<file path="config.mk">
export PLATFORM = sky130hd
export DESIGN_NAME = i2c_slave_regs
export DESIGN_NICKNAME = d
export VERILOG_FILES = /design/src/rtl/i2c_slave_regs.sv
export SDC_FILE = /design/constraint.sdc
export NUM_CORES = 1
export LEC_CHECK = 0
export CORE_ASPECT_RATIO = 1.75
export CORE_UTILIZATION = 50
export CTS_CLUSTER_SIZE = 16
export DETAILED_ROUTE_END_ITERATION = 10
export GPL_TIMING_DRIVEN = 0
export PLACE_DENSITY = 0.75
export SLEW_MARGIN = 30
export SYNTH_ARGS = -nofsm -noshare
export SYNTH_HDL_FRONTEND = slang
export SYNTH_SLANG_ARGS = --single-unit
</file>
<file path="constraint.sdc">
create_clock -name clk -period 3 [get_ports clk]
set_input_delay 0.6 -clock clk [delete_from_list [all_inputs] [get_ports clk]]
set_output_delay 0.6 -clock clk [all_outputs]
set_load 0.03 [all_outputs]
</file>
<file path="src/rtl/i2c_slave_regs.sv">
// I2C register-access slave: 7-bit device address, pointer byte, then an auto-incrementing
// burst of writes or reads against a user register file behind a strobe/address/data port.
`timescale 1ns/1ps
module i2c_slave_regs #(
    parameter int NUM_REGS   = 16,
    parameter int DATA_W     = 8,
    parameter int FILTER_LEN = 3,
    parameter int AUTO_INC   = 1,
    localparam int AW = (NUM_REGS > 1) ? $clog2(NUM_REGS) : 1
) (
    input  logic              clk,
    input  logic              n_rst,
    input  logic [6:0]        my_dev_address,
    input  logic              scl,
    input  logic              sda_i,
    output logic              sda_o,
    output logic              sda_oen,
    output logic              wr_en,
    output logic [AW-1:0]     wr_addr,
    output logic [DATA_W-1:0] wr_data,
    output logic [AW-1:0]     rd_addr,
    input  logic [DATA_W-1:0] rd_data,
    output logic              rd_strobe,
    output logic              busy,
    output logic              addr_err
);
    generate
        if (DATA_W != 8 || FILTER_LEN < 1 || FILTER_LEN > 15 || NUM_REGS < 1 || NUM_REGS > 256) begin : g_param_check
            $error("i2c_slave_regs: unsupported parameter set");
        end
    endgenerate

    localparam logic [3:0] IDLE     = 4'd0;
    localparam logic [3:0] DEV_ADDR = 4'd1;
    localparam logic [3:0] ACK_ADDR = 4'd2;
    localparam logic [3:0] REG_PTR  = 4'd3;
    localparam logic [3:0] ACK_PTR  = 4'd4;
    localparam logic [3:0] WR_DATA  = 4'd5;
    localparam logic [3:0] ACK_WR   = 4'd6;
    localparam logic [3:0] RD_DATA  = 4'd7;
    localparam logic [3:0] RD_ACK   = 4'd8;
    localparam logic [3:0] IGNORE   = 4'd9;

    // Channel 0 is SCL, channel 1 is SDA; both idle high so everything resets to 1.
    logic [1:0] pin_raw;
    wire  [1:0] filt;
    assign pin_raw = {sda_i, scl};

    genvar gi;
    generate
        for (gi = 0; gi < 2; gi++) begin : g_cond
            logic [1:0] sync_q;
            logic [3:0] cnt_q;
            logic       filt_q;
            always_ff @(posedge clk or negedge n_rst) begin
                if (!n_rst) begin
                    sync_q <= 2'b11;
                    cnt_q  <= '0;
                    filt_q <= 1'b1;
                end else begin
                    sync_q <= {sync_q[0], pin_raw[gi]};
                    if (sync_q[1] == filt_q) begin
                        cnt_q <= '0;
                    end else if (cnt_q == 4'(FILTER_LEN - 1)) begin
                        filt_q <= sync_q[1];
                        cnt_q  <= '0;
                    end else begin
                        cnt_q <= cnt_q + 4'd1;
                    end
                end
            end
            assign filt[gi] = filt_q;
        end
    endgenerate

    logic scl_f, sda_f, scl_prev_q, sda_prev_q;
    logic scl_rise, scl_fall, start_det, stop_det;
    assign scl_f     = filt[0];
    assign sda_f     = filt[1];
    assign scl_rise  = scl_f & ~scl_prev_q;
    assign scl_fall  = ~scl_f & scl_prev_q;
    assign start_det = scl_f & scl_prev_q & sda_prev_q & ~sda_f;
    assign stop_det  = scl_f & scl_prev_q & ~sda_prev_q & sda_f;

    logic [3:0]        state_q, state_d, bit_cnt_q, bit_cnt_d;
    logic [7:0]        shift_q, shift_d;
    logic              phase_q, phase_d, nack_q, nack_d, oen_q, oen_d;
    logic [AW-1:0]     ptr_q, ptr_d, wr_addr_q, wr_addr_d, ptr_adv;
    logic [DATA_W-1:0] wr_data_q, wr_data_d;
    logic              wr_en_q, wr_en_d, rd_strobe_q, rd_strobe_d;
    logic              busy_q, busy_d, addr_err_q, addr_err_d;
    logic [7:0]        byte_in;
    logic              do_load;

    assign byte_in = {shift_q[6:0], sda_f};
    assign ptr_adv = (AUTO_INC == 0) ? ptr_q :
                     (ptr_q == AW'(NUM_REGS - 1)) ? '0 : ptr_q + 1'b1;

    always_comb begin
        state_d     = state_q;
        bit_cnt_d   = bit_cnt_q;
        shift_d     = shift_q;
        phase_d     = phase_q;
        nack_d      = nack_q;
        oen_d       = oen_q;
        ptr_d       = ptr_q;
        wr_addr_d   = wr_addr_q;
        wr_data_d   = wr_data_q;
        busy_d      = busy_q;
        wr_en_d     = 1'b0;
        rd_strobe_d = 1'b0;
        addr_err_d  = 1'b0;
        do_load     = 1'b0;
        if (start_det) begin
            state_d   = DEV_ADDR;
            bit_cnt_d = '0;
            phase_d   = 1'b0;
            oen_d     = 1'b0;
            busy_d    = 1'b1;
        end else if (stop_det) begin
            state_d = IDLE;
            oen_d   = 1'b0;
            busy_d  = 1'b0;
        end else begin
            case (state_q)
                DEV_ADDR, REG_PTR, WR_DATA: begin
                    if (scl_rise) begin
                        shift_d   = byte_in;
                        bit_cnt_d = bit_cnt_q + 4'd1;
                        if (bit_cnt_q == 4'd7) begin
                            bit_cnt_d = '0;
                            phase_d   = 1'b0;
                            if (state_q == DEV_ADDR) begin
                                state_d = (byte_in[7:1] == my_dev_address) ? ACK_ADDR : IDLE;
                            end else if (state_q == REG_PTR) begin
                                if (32'(byte_in) < NUM_REGS) begin
                                    ptr_d   = byte_in[AW-1:0];
                                    state_d = ACK_PTR;
                                end else begin
                                    addr_err_d = 1'b1;
                                    state_d    = IGNORE;
                                end
                            end else begin
                                wr_en_d   = 1'b1;
                                wr_addr_d = ptr_q;
                                wr_data_d = byte_in;
                                ptr_d     = ptr_adv;
                                state_d   = ACK_WR;
                            end
                        end
                    end
                end
                // First fall opens the ACK bit, second fall closes it.
                ACK_ADDR, ACK_PTR, ACK_WR: begin
                    if (scl_fall) begin
                        if (!phase_q) begin
                            oen_d   = 1'b1;
                            phase_d = 1'b1;
                        end else begin
                            phase_d   = 1'b0;
                            bit_cnt_d = '0;
                            oen_d     = 1'b0;
                            if (state_q == ACK_ADDR && shift_q[0]) begin
                                do_load = 1'b1;
                            end else begin
                                state_d = (state_q == ACK_ADDR) ? REG_PTR : WR_DATA;
                            end
                        end
                    end
                end
                RD_DATA: begin
                    if (scl_rise) begin
                        bit_cnt_d = bit_cnt_q + 4'd1;
                    end else if (scl_fall) begin
                        if (bit_cnt_q == 4'd8) begin
                            oen_d     = 1'b0;
                            bit_cnt_d = '0;
                            phase_d   = 1'b0;
                            state_d   = RD_ACK;
                        end else begin
                            shift_d = {shift_q[6:0], 1'b0};
                            oen_d   = ~shift_q[6];
                        end
                    end
                end
                RD_ACK: begin
                    if (scl_rise) begin
                        nack_d  = sda_f;
                        phase_d = 1'b1;
                    end else if (scl_fall && phase_q) begin
                        phase_d = 1'b0;
                        if (nack_q) state_d = IGNORE;
                        else        do_load = 1'b1;
                    end
                end
                default: ;
            endcase
        end
        if (do_load) begin
            shift_d     = rd_data;
            oen_d       = ~rd_data[7];
            rd_strobe_d = 1'b1;
            ptr_d       = ptr_adv;
            bit_cnt_d   = '0;
            state_d     = RD_DATA;
        end
    end

    always_ff @(posedge clk or negedge n_rst) begin
        if (!n_rst) begin
            scl_prev_q  <= 1'b1;
            sda_prev_q  <= 1'b1;
            state_q     <= IDLE;
            bit_cnt_q   <= '0;
            shift_q     <= '0;
            phase_q     <= 1'b0;
            nack_q      <= 1'b0;
            oen_q       <= 1'b0;
            ptr_q       <= '0;
            wr_addr_q   <= '0;
            wr_data_q   <= '0;
            wr_en_q     <= 1'b0;
            rd_strobe_q <= 1'b0;
            busy_q      <= 1'b0;
            addr_err_q  <= 1'b0;
        end else begin
            scl_prev_q  <= scl_f;
            sda_prev_q  <= sda_f;
            state_q     <= state_d;
            bit_cnt_q   <= bit_cnt_d;
            shift_q     <= shift_d;
            phase_q     <= phase_d;
            nack_q      <= nack_d;
            oen_q       <= oen_d;
            ptr_q       <= ptr_d;
            wr_addr_q   <= wr_addr_d;
            wr_data_q   <= wr_data_d;
            wr_en_q     <= wr_en_d;
            rd_strobe_q <= rd_strobe_d;
            busy_q      <= busy_d;
            addr_err_q  <= addr_err_d;
        end
    end

    assign sda_o     = 1'b0;
    assign sda_oen   = oen_q;
    assign wr_en     = wr_en_q;
    assign wr_addr   = wr_addr_q;
    assign wr_data   = wr_data_q;
    assign rd_addr   = ptr_q;
    assign rd_strobe = rd_strobe_q;
    assign busy      = busy_q;
    assign addr_err  = addr_err_q;
endmodule

</file>
Word level (Yosys, flattened, before mapping)

Index checks and enable logic that the tools add are counted.
W data, S select, Z words.

Register bits after elaboration: 54

Bitwise logic cells: 19
Multiplexer cells: 99
Reductions and logical operators: 23
$add $sub $neg: 4
$lt $le $gt $ge: 1
Eq/ne operators: 49

Operator list:

| cell                  | number |
|---|---|
| $mux W4               | 41 |
| $ne A5 B5 Y1 const B  | 13 |
| $mux W7               | 7 |
| $mux W1               | 43 |
| $ne A3 B3 Y1 const B  | 10 |
| $reduce_and A7 Y1     | 4 |
| $eq A4 B3 Y1 const B  | 5 |
| $add A4 B1 Y4 const B | 4 |
| $eq A4 B2 Y1 const B  | 4 |
| $ne A4 B4 Y1 const B  | 4 |
| $pmux W4 S4           | 1 |
| $reduce_bool A5 Y1    | 3 |
| $pmux W7 S2           | 1 |
| $eq A4 B4 Y1 const B  | 3 |
| $not A1 Y1            | 12 |
| $pmux W4 S3           | 1 |
| $reduce_and A12 Y1    | 1 |
| $reduce_and A9 Y1     | 1 |
| $lt A8 B5 Y1 const B  | 1 |
| $reduce_and A4 Y1     | 2 |
| $reduce_bool A2 Y1    | 4 |
| $and A1 B1 Y1         | 7 |
| $eq A7 B7 Y1          | 1 |
| $reduce_bool A7 Y1    | 1 |
| 13 further kinds      | 21 |

Logic depth before layout (Yosys ltp)

Gate-level depths: netlist (run 1).

Depth after elaboration: 10
Depth in mapped cells: 10
Gate-level depth less buffers: 8

Worst setup path after synthesis (run 1)

OpenSTA, ideal clock, no wires.

Kind: register to register
Start: register g_cond[0].filt_q
End: register wr_addr_q[0] (netlist: wr_addr[0])
Path slack: 0.713 ns
Setup time: 0.125 ns
Data required time: 2.875 ns
Stages on the path, launching flop included: 8
Arrival time: 2.162 ns
Clock period less this slack: 2.287 ns
Path buffers: 2
Cells stage by stage: dfstp_2 ha_1 clkbuf_1 or3b_4 nand3b_4 o21bai_4 buf_6 mux2_4

Longest elaborated chain between the ends: 5
Elaborated cells between the ends (all ways): 9
Classes of those cells: bitwise (8); reduce/logical (1)

RTL lines:

| item                                                 | RTL line | source |
|---|---|---|
| from (decl)                                          | 54       | `logic filt_q;` |
| from (signal assigned)                               | 65       | `filt_q <= sync_q[1];` |
| $and A1 B1 Y1                                        | 82, 83   |  |
| $and A1 B1 Y1, on equally long branches (2 in a row) | 83, 82   |  |
| $not A1 Y1 (no line)                                 | -        |  |
| $reduce_and A7 Y1 (no line) (*)                      | -        |  |
| to (signal assigned)                                 | 236      | `wr_addr_q <= wr_addr_d;` |
| to (decl)                                            | 88       | `logic [AW-1:0] ptr_q, ptr_d, wr_addr_q, wr_addr_d, ptr_adv;` |

Mark *: on every way between the ends. The rest lies on a longest branch, timed or not.
A chain may end at the register's enable or synchronous reset.

Final worst setup path (run 1)

Start: register g_cond[0].filt_q
End: register state_q[3]

Longest elaborated chain between the ends: 10
Elaborated cells between the ends (all ways): 31
Classes of those cells: eq/ne (11); mux (9); bitwise (8); reduce/logical (3)

RTL lines:

| item                                                                | RTL line | source |
|---|---|---|
| $not A1 Y1                                                          | 81       | `assign scl_fall = ~scl_f & scl_prev_q;` |
| $and A1 B1 Y1                                                       | 81       |  |
| $logic_and A1 B1 Y1                                                 | 190      | `end else if (scl_fall && phase_q) begin` |
| $mux W1                                                             | 190      |  |
| $mux W1                                                             | 187      | `if (scl_rise) begin` |
| $pmux W1 S2                                                         | 125      | `case (state_q)` |
| $mux W1                                                             | 120      | `end else if (stop_det) begin` |
| $mux W1                                                             | 114      | `if (start_det) begin` |
| $ne A5 B5 Y1 (no line) / $reduce_bool A7 Y1 (equally long branches) | -        |  |
| $reduce_and A12 Y1 (no line)                                        | -        |  |
| to (signal assigned)                                                | 229      | `state_q <= state_d;` |
| to (decl)                                                           | 85       | `logic [3:0] state_q, state_d, bit_cnt_q, bit_cnt_d;` |

Parallel ways exist; a longest one is shown, timed or not.

==> results of run 1 <==
==> power by group <==
part / internal [mW] / leakage [nW] / switching, mW
clock: 0.249 / 0.0562 / 0.246
sequential: 0.981 / 0.665 / 0.234
combinational: 0.904 / 0.956 / 1.18
==> metrics by stage <==
stage	instance area, µm²	cells	setup slack (ns)	power (mW)	hold slack (ns)
after detailed placement	3656	433	0.4066	3.307	0.3488
final	3767	441	0.3447	3.794	0.1002
after global routing	3767	441	0.2158	4.079	0.09270
after CTS	3767	441	0.3783	3.813	0.09161
after floorplan	3143	315	0.7132	2.723	0.3044
after global placement	3631	432	-0.2570	3.263	0.3470
==> placed cells by master, fill, tap and decap left out, types with 4 or more instances in the layout <==
master            n
nand2b_1          8
mux2_2           10
nand3_1           7
buf_4             4
dfstp_2           8
xor2_1           12
a31oi_1          10
ha_1              8
and2_1            5
mux2_4            9
clkbuf_8          5
nor2_1           40
o21ai_0           9
clkdlybuf4s50_1  38
buf_2             8
inv_1             8
nand2_1          35
a21oi_1          18
dfrtp_1          46
==> cells by family after synthesis <==
group | count (synthesis) | share of synthesized area [%]
adders and majority gates | 8 | 3.185
buffers and inverters | 26 | 4.498
DFF | 54 | 43.31
xor gates and xnor gates | 14 | 3.901
muxes | 22 | 8.838
AOI/OAI and AO/OA | 72 | 16.80
and+or+nand+nor | 118 | 19.35
other | 1 | 0.1193
==> layer usage <==
layer	vias up	GRT usage (%)	routed length, µm
li1	1203	-	-
met1	1180	24.29	2642
met2	66	43.39	3835
met3	19	4.101	219
met4	0	13.81	316
met5	-	0	0
==> flip-flops by register name (all words and copies together), names as in the netlist, 4 cells and up <==
register,cells
g_cond.cnt_q,8
wr_data,8
shift_q,7
bit_cnt_q,4
g_cond.sync_q,4
rd_addr,4
state_q,4
wr_addr,4
==> cell type report <==
| class | instances | area (µm²) |
|---|---|---|
| Clock buffer | 5 | 68.82 |
| Sequential cell | 54 | 1361 |
| Inverter | 9 | 33.78 |
| Timing Repair Buffer | 40 | 407.9 |
| Multi-Input combinational cell | 235 | 1648 |
| Clock inverter | 3 | 42.54 |
| Tap cell | 78 | 97.59 |
| Fill cell | 501 | 2205 |
| Buffer | 17 | 107.6 |
==> final timing paths <==
| kind | start | to | slack (ns) | depth (start not counted) |
|---|---|---|---|---|
| setup / recovery | g_cond[0].filt_q | state_q[3] | 0.34 | 8 |
| min in group clk | g_cond[1].sync_q[0] | g_cond[1].sync_q[1] | 0.36 | 0 |
| max in group asynchronous | n_rst | g_cond[1].sync_q[0] | 2.37 | 2 |
| setup reg to reg | g_cond[0].filt_q | state_q[3] | 0.34 | 8 |
| hold / removal | n_rst | wr_data[7] | 0.10 | 1 |
| hold reg to reg | g_cond[1].sync_q[0] | g_cond[1].sync_q[1] | 0.36 | 0 |
==> critical path, stage by stage, from the launching register on <==
cell and delay, ns:
dfstp_2 0.60, ha_1 0.16, clkbuf_1 0.36, nor2_1 0.08
a32o_2 0.29, nand2_2 0.11, nand2_1 0.18, a41oi_2 0.39
mux2_2 0.38
==> results.md, run 1 <==
* I/O Buffers at 39
* Period utilisation layout at between 80% and 90%
* CP Capture Type: flop
* Ports at 41
* Via count at about 2,500
* Final Hold Fails at 0
* Crit path time final at roughly 2.7 ns
* Yosys Warn Count at 0
* Clock sinks at 54
* Die Y at around 110 µm
* H-tree levels at 2
* # hold bufs at CTS at 0
* Final core occ at between 60 and 70%
* Status: complete, no violations
* Skew-Pair Late Insertion Delay at approximately 0.32 ns
* RSZ-0062 raised after global routing: no
* CTS tree: done
* Vias per Instance at between 5 and 6
* Layout cell share with drive strength beyond 1 at 18.18%
* WP data required at roughly 3.2 ns
* Mapped cell area at around 0.0031 mm²
* Initial Util at a little over half
* N_diodes at 0
* Hold Crit Class: input pin to async pin
* First-pass GRT wire length at approximately 12,000 µm
* Setup TNS at 0 ns
* Post-synth EDFFs at 0
* CP startpoint kind: flop
* Most common cell in the netlist: dfrtp_1
* Top FF cell, synth: dfrtp_1
* Mapped Cells at 315
* #FFs+latches synth at between 50 and 60
* Slew headroom at roughly three fifths
* Routed Antenna Nets at 0
* Crit path max fanout at 10
* Maxcap violations at 0
* Postcts setup bufs at 0
* Pwr per Cell Area at roughly 1000 mW/mm²
* Net Count, Synth at roughly 340
* Endpoints failing setup at 0
* Setup CP Type: flop to flop
* Peak supply drop at 0.5272 mV
* Post-CTS Resized at 0
* Worst Tran Pin Value at 0.6050 ns
* GP Congestion at between 0.9 and 1
* Async set-or-reset flop fraction in the synthesized netlist at 100.0%
* Die Area at between 0.006 and 0.007 mm²
* Worst path arrival time at approximately 2.9 ns
* WL/cell at approximately 16 µm
* Final #Nets at 389
* Site Rows at 37
* Clock skew at between 0.01 and 0.015 ns
* First drt pass iteration count at 4
* HPWL after DPL at about 5400 µm
* DRC at 0
* P_leak at roughly 1.7 nW
* Die width at approximately 62 µm
* GR Util All Layers at between 20 and 25%
* Iteration-0 DRC Markers at 83
* Post-synthesis sequential area ratio at a little over two fifths
* TritonCTS buffer count at 5
* Post-synth top area cell: dfrtp_1
* CORE AREA at 0.005972 mm²
* Synthesized area per cell at around 10 µm²
* Top cell type's share of synthesized area at between 30 and 40%
* List of most frequent post-synthesis cells: 46 x dfrtp_1, 40 x nor2_1, 35 x nand2_1
* Routed WL at roughly 7000 µm
* CTS root buf: clkbuf_8
* Initial antenna violation count at 0
* Vias in the first global route at around 2,500
* Max Freq at 376.6 MHz
* Largest net degree at the start of global routing at 44
* Synth cell types at 67
* Grt total ovfl at 0
* Layout area overhead at 19.86%
* Worst-path clk slew at roughly 0.1 ns
* Max Buffers Root-to-Sink at 2
* Max Slew Vio Count at 0
* Top post-synthesis cells by area: dfrtp_1 37%, dfstp_2 6.7%, nor2_1 4.8%
Power figures use the tool's default switching activity.
==> run 2, diff against run 1 <==
PLACE_DENSITY = 0.73   (was 0.75)
SETUP_SLACK_MARGIN = 0.02   (was unset)
SLEW_MARGIN = unset   (was 30)
==> results.md, run 2 (synthesis gave the netlist of run 1 again) <==
* Clock skew at about 0.011 ns
* Ports at 41
* Hold Crit Class: input pin to async pin
* N_diodes at 0
* First drt pass iteration count at 4
* Worst R2R Start: g_cond[0].filt_q
* Kind of cell adding the most delay to the critical path: compound AO/OA/AOI/OAI gates
* Initial Util at between 50% and 60%
* Worst path arrival time at 2.76 ns
* Met2 Use GR at a little over two fifths
* Crit path max fanout at 10
* HPWL after DPL at roughly 5400 µm
* Post-CTS Resized at 0
* Worst Path Buf+Inv at 1
* Grt total ovfl at 0
* Iteration-0 DRC Markers at 109
* Initial antenna violation count at 0
* I/O Buffers at 39
* Postcts setup bufs at 0
* Vias in the first global route at roughly 2,500
* Reg2reg path depth at 8
* # hold bufs at CTS at 0
* Final std cells w/o fill at about 440
* First-pass GRT wire length at 11,550 µm
* Vias per Instance at between 5 and 6
* H-tree levels at 2
* Slew headroom at about a third
* Skew-Pair Late Insertion Delay at between 0.3 and 0.4 ns
* Status: complete, no violations
* Peak supply drop at approximately 0.52 mV
* Placed cells at 433
* P_leak at between 1.5 and 2 nW
* R2R Setup Slk at between 0.4 and 0.5 ns
* Die Area at about 0.0066 mm²
* Setup TNS at 0 ns
* Final Hold Fails at 0
* Routed WL at 7018 µm
* Filler cells at slightly above 500
* Routed Antenna Nets at 0
* Crit path time final at 2.564 ns
* Slowest-stage cell, CP: dfstp_2
* Die Y at around 110 µm
* Crit-path max cell delay at 0.60 ns
* GP Congestion at approximately 0.97
* Final #Nets at 389
* Worst-path clk slew at 0.10 ns
* CTS tree: done
* Period utilisation layout at 85.48%
* GR Util All Layers at a little under a quarter
* GR Util met3 at under 10%
* WP data required at between 3 and 4 ns
* Max Slew Vio Count at 0
* Reg-to-reg endpoint: state_q[3]
* Worst Tran Pin Value at around 1.0 ns
* GRT busiest layer: met2
* WL/cell at approximately 16 µm
* Critical path cell sequence: ha_1 > clkbuf_1 > nor2_1 > a32o_2 > nand2_2 > nand2_1 > a41oi_2 > mux2_2
* Maxcap violations at 0
* Clock sinks at between 50 and 60
* Via count at approximately 2,500
* CORE AREA at 0.005972 mm²
* Largest net degree at the start of global routing at 33
* Site Rows at 37
* Setup CP Type: flop to flop
* Die width at 61.94 µm
* RSZ-0062 raised after global routing: no
* DRC at 0
* CTS root buf: clkbuf_8
* Layout cell share with drive strength beyond 1 at 17.91%
* Endpoints failing setup at 0
* Commonest non-fill, non-tap cell in the layout: dfrtp_1
* CP startpoint kind: flop
* CP Capture Type: flop
* Commonest cells after routing, fill and taps aside: 46 x dfrtp_1, 40 x nor2_1, 38 x clkdlybuf4s50_1
* TritonCTS buffer count at 5
* Final core occ at between 60% and 70%
* Pwr per Cell Area at ~990 mW/mm²
* Layout area overhead at 18.99%
* Max Buffers Root-to-Sink at 2
* Grt met1 use at 25.67%
* Max Freq at 390.0 MHz
run 2: changes by cell type in the layout (fill, tap and decap cells not counted), sizes merged:
| cell | previous run | this run |
|---|---|---|
| bufinv | 1 | 0 |
| clkbuf | 8 | 9 |
run 2: how the worst max path moves through the flow:
| stage | start | to | slack, ns | cells past startpoint |
|---|---|---|---|---|
| detailed placement | scl_prev_q | shift_q[6] | 0.47 | 8 |
| global placement | n_rst | state_q[3] | -0.24 | 1 |
| global route | g_cond[0].filt_q | state_q[3] | 0.29 | 8 |
| finish | g_cond[0].filt_q | state_q[3] | 0.44 | 8 |
| CTS | scl_prev_q | shift_q[6] | 0.43 | 8 |
| floorplan | g_cond[0].filt_q | wr_addr[0] | 0.71 | 7 |
run 2: power breakdown:
group          switching [mW]  leakage, nW  internal (mW)
clock                   0.239       0.0456          0.167
sequential              0.232        0.665          0.981
combinational            1.18        0.957          0.903
total                    1.65         1.67           2.05
run 2: area by class of cell:
class                      count  area [µm²]  area share [%]
inverter                       9       33.78          0.9033
multi-input combinational    235        1640           43.86
clock buffer                   6       72.57           1.940
buffer                        17       107.6           2.877
tap                           78       97.59           2.610
sequential                    54        1361           36.40
clock inverter                 2       13.76          0.3680
timing repair buffer          40       412.9           11.04
run 2: per-stage QoR:
step	hold slack, ns	area (µm²)	power [mW]	setup WS, ns
after CTS	0.3598	3740	3.712	0.4345
final	0.3382	3740	3.701	0.4356
after detailed placement	0.3509	3654	3.299	0.4650
after global routing	0.3682	3740	3.989	0.2918
after global placement	0.3467	3631	3.253	-0.2449
after floorplan	0.3044	3143	2.723	0.7132
run 2: per-layer routing:
metal	routed length, µm	vias to the layer above	share of wire (%)
li1	-	1203	-
met2	3829	71	55
met3	216	17	3.1
met5	0	-	0
met4	210	0	3.0
met1	2761	1203	39
==> run 3, diff against run 2 <==
CORE_ASPECT_RATIO = 0.75   (was 1.75)
REMOVE_ABC_BUFFERS = 1   (was unset)
==> results.md, run 3 (synthesis gave the netlist of run 1 again) <==
* HPWL after DPL at ~5000 µm
* Slowest-stage cell, CP: dfstp_2
* TritonCTS buffer count at 5
* First-pass GRT wire length at approximately 11,000 µm
* Kind of cell adding the most delay to the critical path: compound AO/OA/AOI/OAI gates
* Die Y at roughly 70 µm
* Routed WL at 6827 µm
* N_diodes at 0
* Crit path time final at about 2.7 ns
* WL/cell at approximately 16 µm
* GR Util All Layers at around 22%
* Maxcap violations at 0
* First drt pass iteration count at 5
* Hold Crit Class: input pin to async pin
* Final hold slack at 0.2259 ns
* Critical path cell sequence: ha_1 > and2_1 > a21boi_1 > nand3_1 > o21ai_2 > o21ai_0 > a22o_1
* Pwr per Cell Area at just over 1000 mW/mm²
* Slew headroom at between 40% and 50%
* Clock sinks at 54
* GP Congestion at 0.8656
* Vias in the first global route at between 2,000 and 2,500
* Max Freq at between 300 and 400 MHz
* R2R Setup Slk at roughly 0.27 ns
* WP data required at 3.20 ns
* Clock skew at approximately 0.0058 ns
* CTS root buf: clkbuf_8
* Worst R2R Start: scl_prev_q
* Die Area at about 0.0066 mm²
* Grt total ovfl at 0
* Initial antenna violation count at 0
* Layout cell share with drive strength beyond 1 at between 10% and 20%
* Via count at between 2,000 and 2,500
* CP startpoint kind: flop
* Final #Nets at ~370
* Worst-path clk slew at around 0.10 ns
* P_leak at roughly 1.6 nW
* PnR Total Power at 3.692 mW
* Final Hold Fails at 0
* CTS tree: done
* RSZ-0062 raised after global routing: no
* Period utilisation layout at about 91%
* Initial Util at a little over half
* CP Capture Type: flop
* Site Rows at 24
* Commonest non-fill, non-tap cell in the layout: dfrtp_1
* Placed cells at 416
* Filler cells at ~500
* Die width at approximately 94 µm
* CORE AREA at 0.005946 mm²
* Peak supply drop at approximately 0.47 mV
* Pre-CTS setup slack at -0.2336 ns
* Setup CP Type: flop to flop
* Status: complete, no violations
* Endpoints failing setup at 0
* Crit-path max cell delay at around 0.56 ns
* Iteration-0 DRC Markers at ~230
* Final std cells w/o fill at around 420
* Worst Path Buf+Inv at 0
* Vias per Instance at ~5.7
* Layout area overhead at 16.68%
* Worst Tran Pin Value at ~0.9 ns
* Crit path max fanout at 11
* Worst path arrival time at around 2.9 ns
* Largest net degree at the start of global routing at 37
* Skew-Pair Late Insertion Delay at between 0.3 and 0.4 ns
* Final setup margin at between 0.2 and 0.3 ns
* H-tree levels at 2
* Max Slew Vio Count at 0
* I/O Buffers at 39
* Reg-to-reg endpoint: rd_addr[3]
* Reg2reg path depth at 7
* DRC at 0
* Setup TNS at 0 ns
* Commonest cells after routing, fill and taps aside: 45 x dfrtp_1, 40 x nor2_1, 38 x clkdlybuf4s50_1
* Routed Antenna Nets at 0
* Ports at between 40 and 50
* Max Buffers Root-to-Sink at 2
==> run 3: layout make-up <==
class | count | area, µm² | area share (%)
repair buffers | 40 | 405.4 | 11.05
well taps | 78 | 97.59 | 2.661
multi-input cells | 235 | 1655 | 45.14
inverters | 9 | 33.78 | 0.9212
clock buffers | 5 | 68.82 | 1.876
flip-flops and latches | 54 | 1363 | 37.15
clock inverters | 3 | 43.79 | 1.194
==> run 3: where the power goes <==
| group | total (mW) | switching (mW) | internal (mW) | leakage (nW) |
|---|---|---|---|---|
| registers | 1.40 | 0.416 | 0.979 | 0.663 |
| logic | 1.79 | 0.957 | 0.835 | 0.887 |
| clock network | 0.504 | 0.253 | 0.251 | 0.0585 |
==> run 3: worst max-delay path by stage <==
| stage | depth (start not counted) | endpoint | startpoint |
|---|---|---|---|
| after detailed placement | 5 | rd_addr[3] | state_q[0] |
| after global placement | 1 | g_cond[0].cnt_q[1] | n_rst |
| final | 7 | rd_addr[3] | scl_prev_q |
| after floorplan | 5 | rd_addr[3] | state_q[0] |
| after global routing | 7 | rd_addr[3] | scl_prev_q |
| after CTS | 5 | rd_addr[3] | state_q[0] |
==> run 3: per-layer routing <==
| layer | vias up | GRT usage, % | routed length, µm |
|---|---|---|---|
| li1 | 1172 | - | - |
| met1 | 1153 | 32.89 | 3352 |
| met2 | 67 | 34.31 | 3080 |
| met3 | 5 | 3.333 | 315 |
| met4 | 0 | 7.179 | 78 |
| met5 | - | 0 | 0 |
==> run 3: repair_timing <==
action                     4_1_cts  5_1_grt
gates resized for setup          1        2
setup endpoints to repair        7        3
hold endpoints to repair         0        0
buffers inserted                 0        0
hold buffers                     0        0
==> run 3: metrics by stage <==
stage                     utilization, %  area (µm²)
final                              61.68        3667
after global routing               61.68        3667
after CTS                          61.51        3657
after detailed placement           59.51        3538
after global placement             59.26        3523
after floorplan                        -        3035
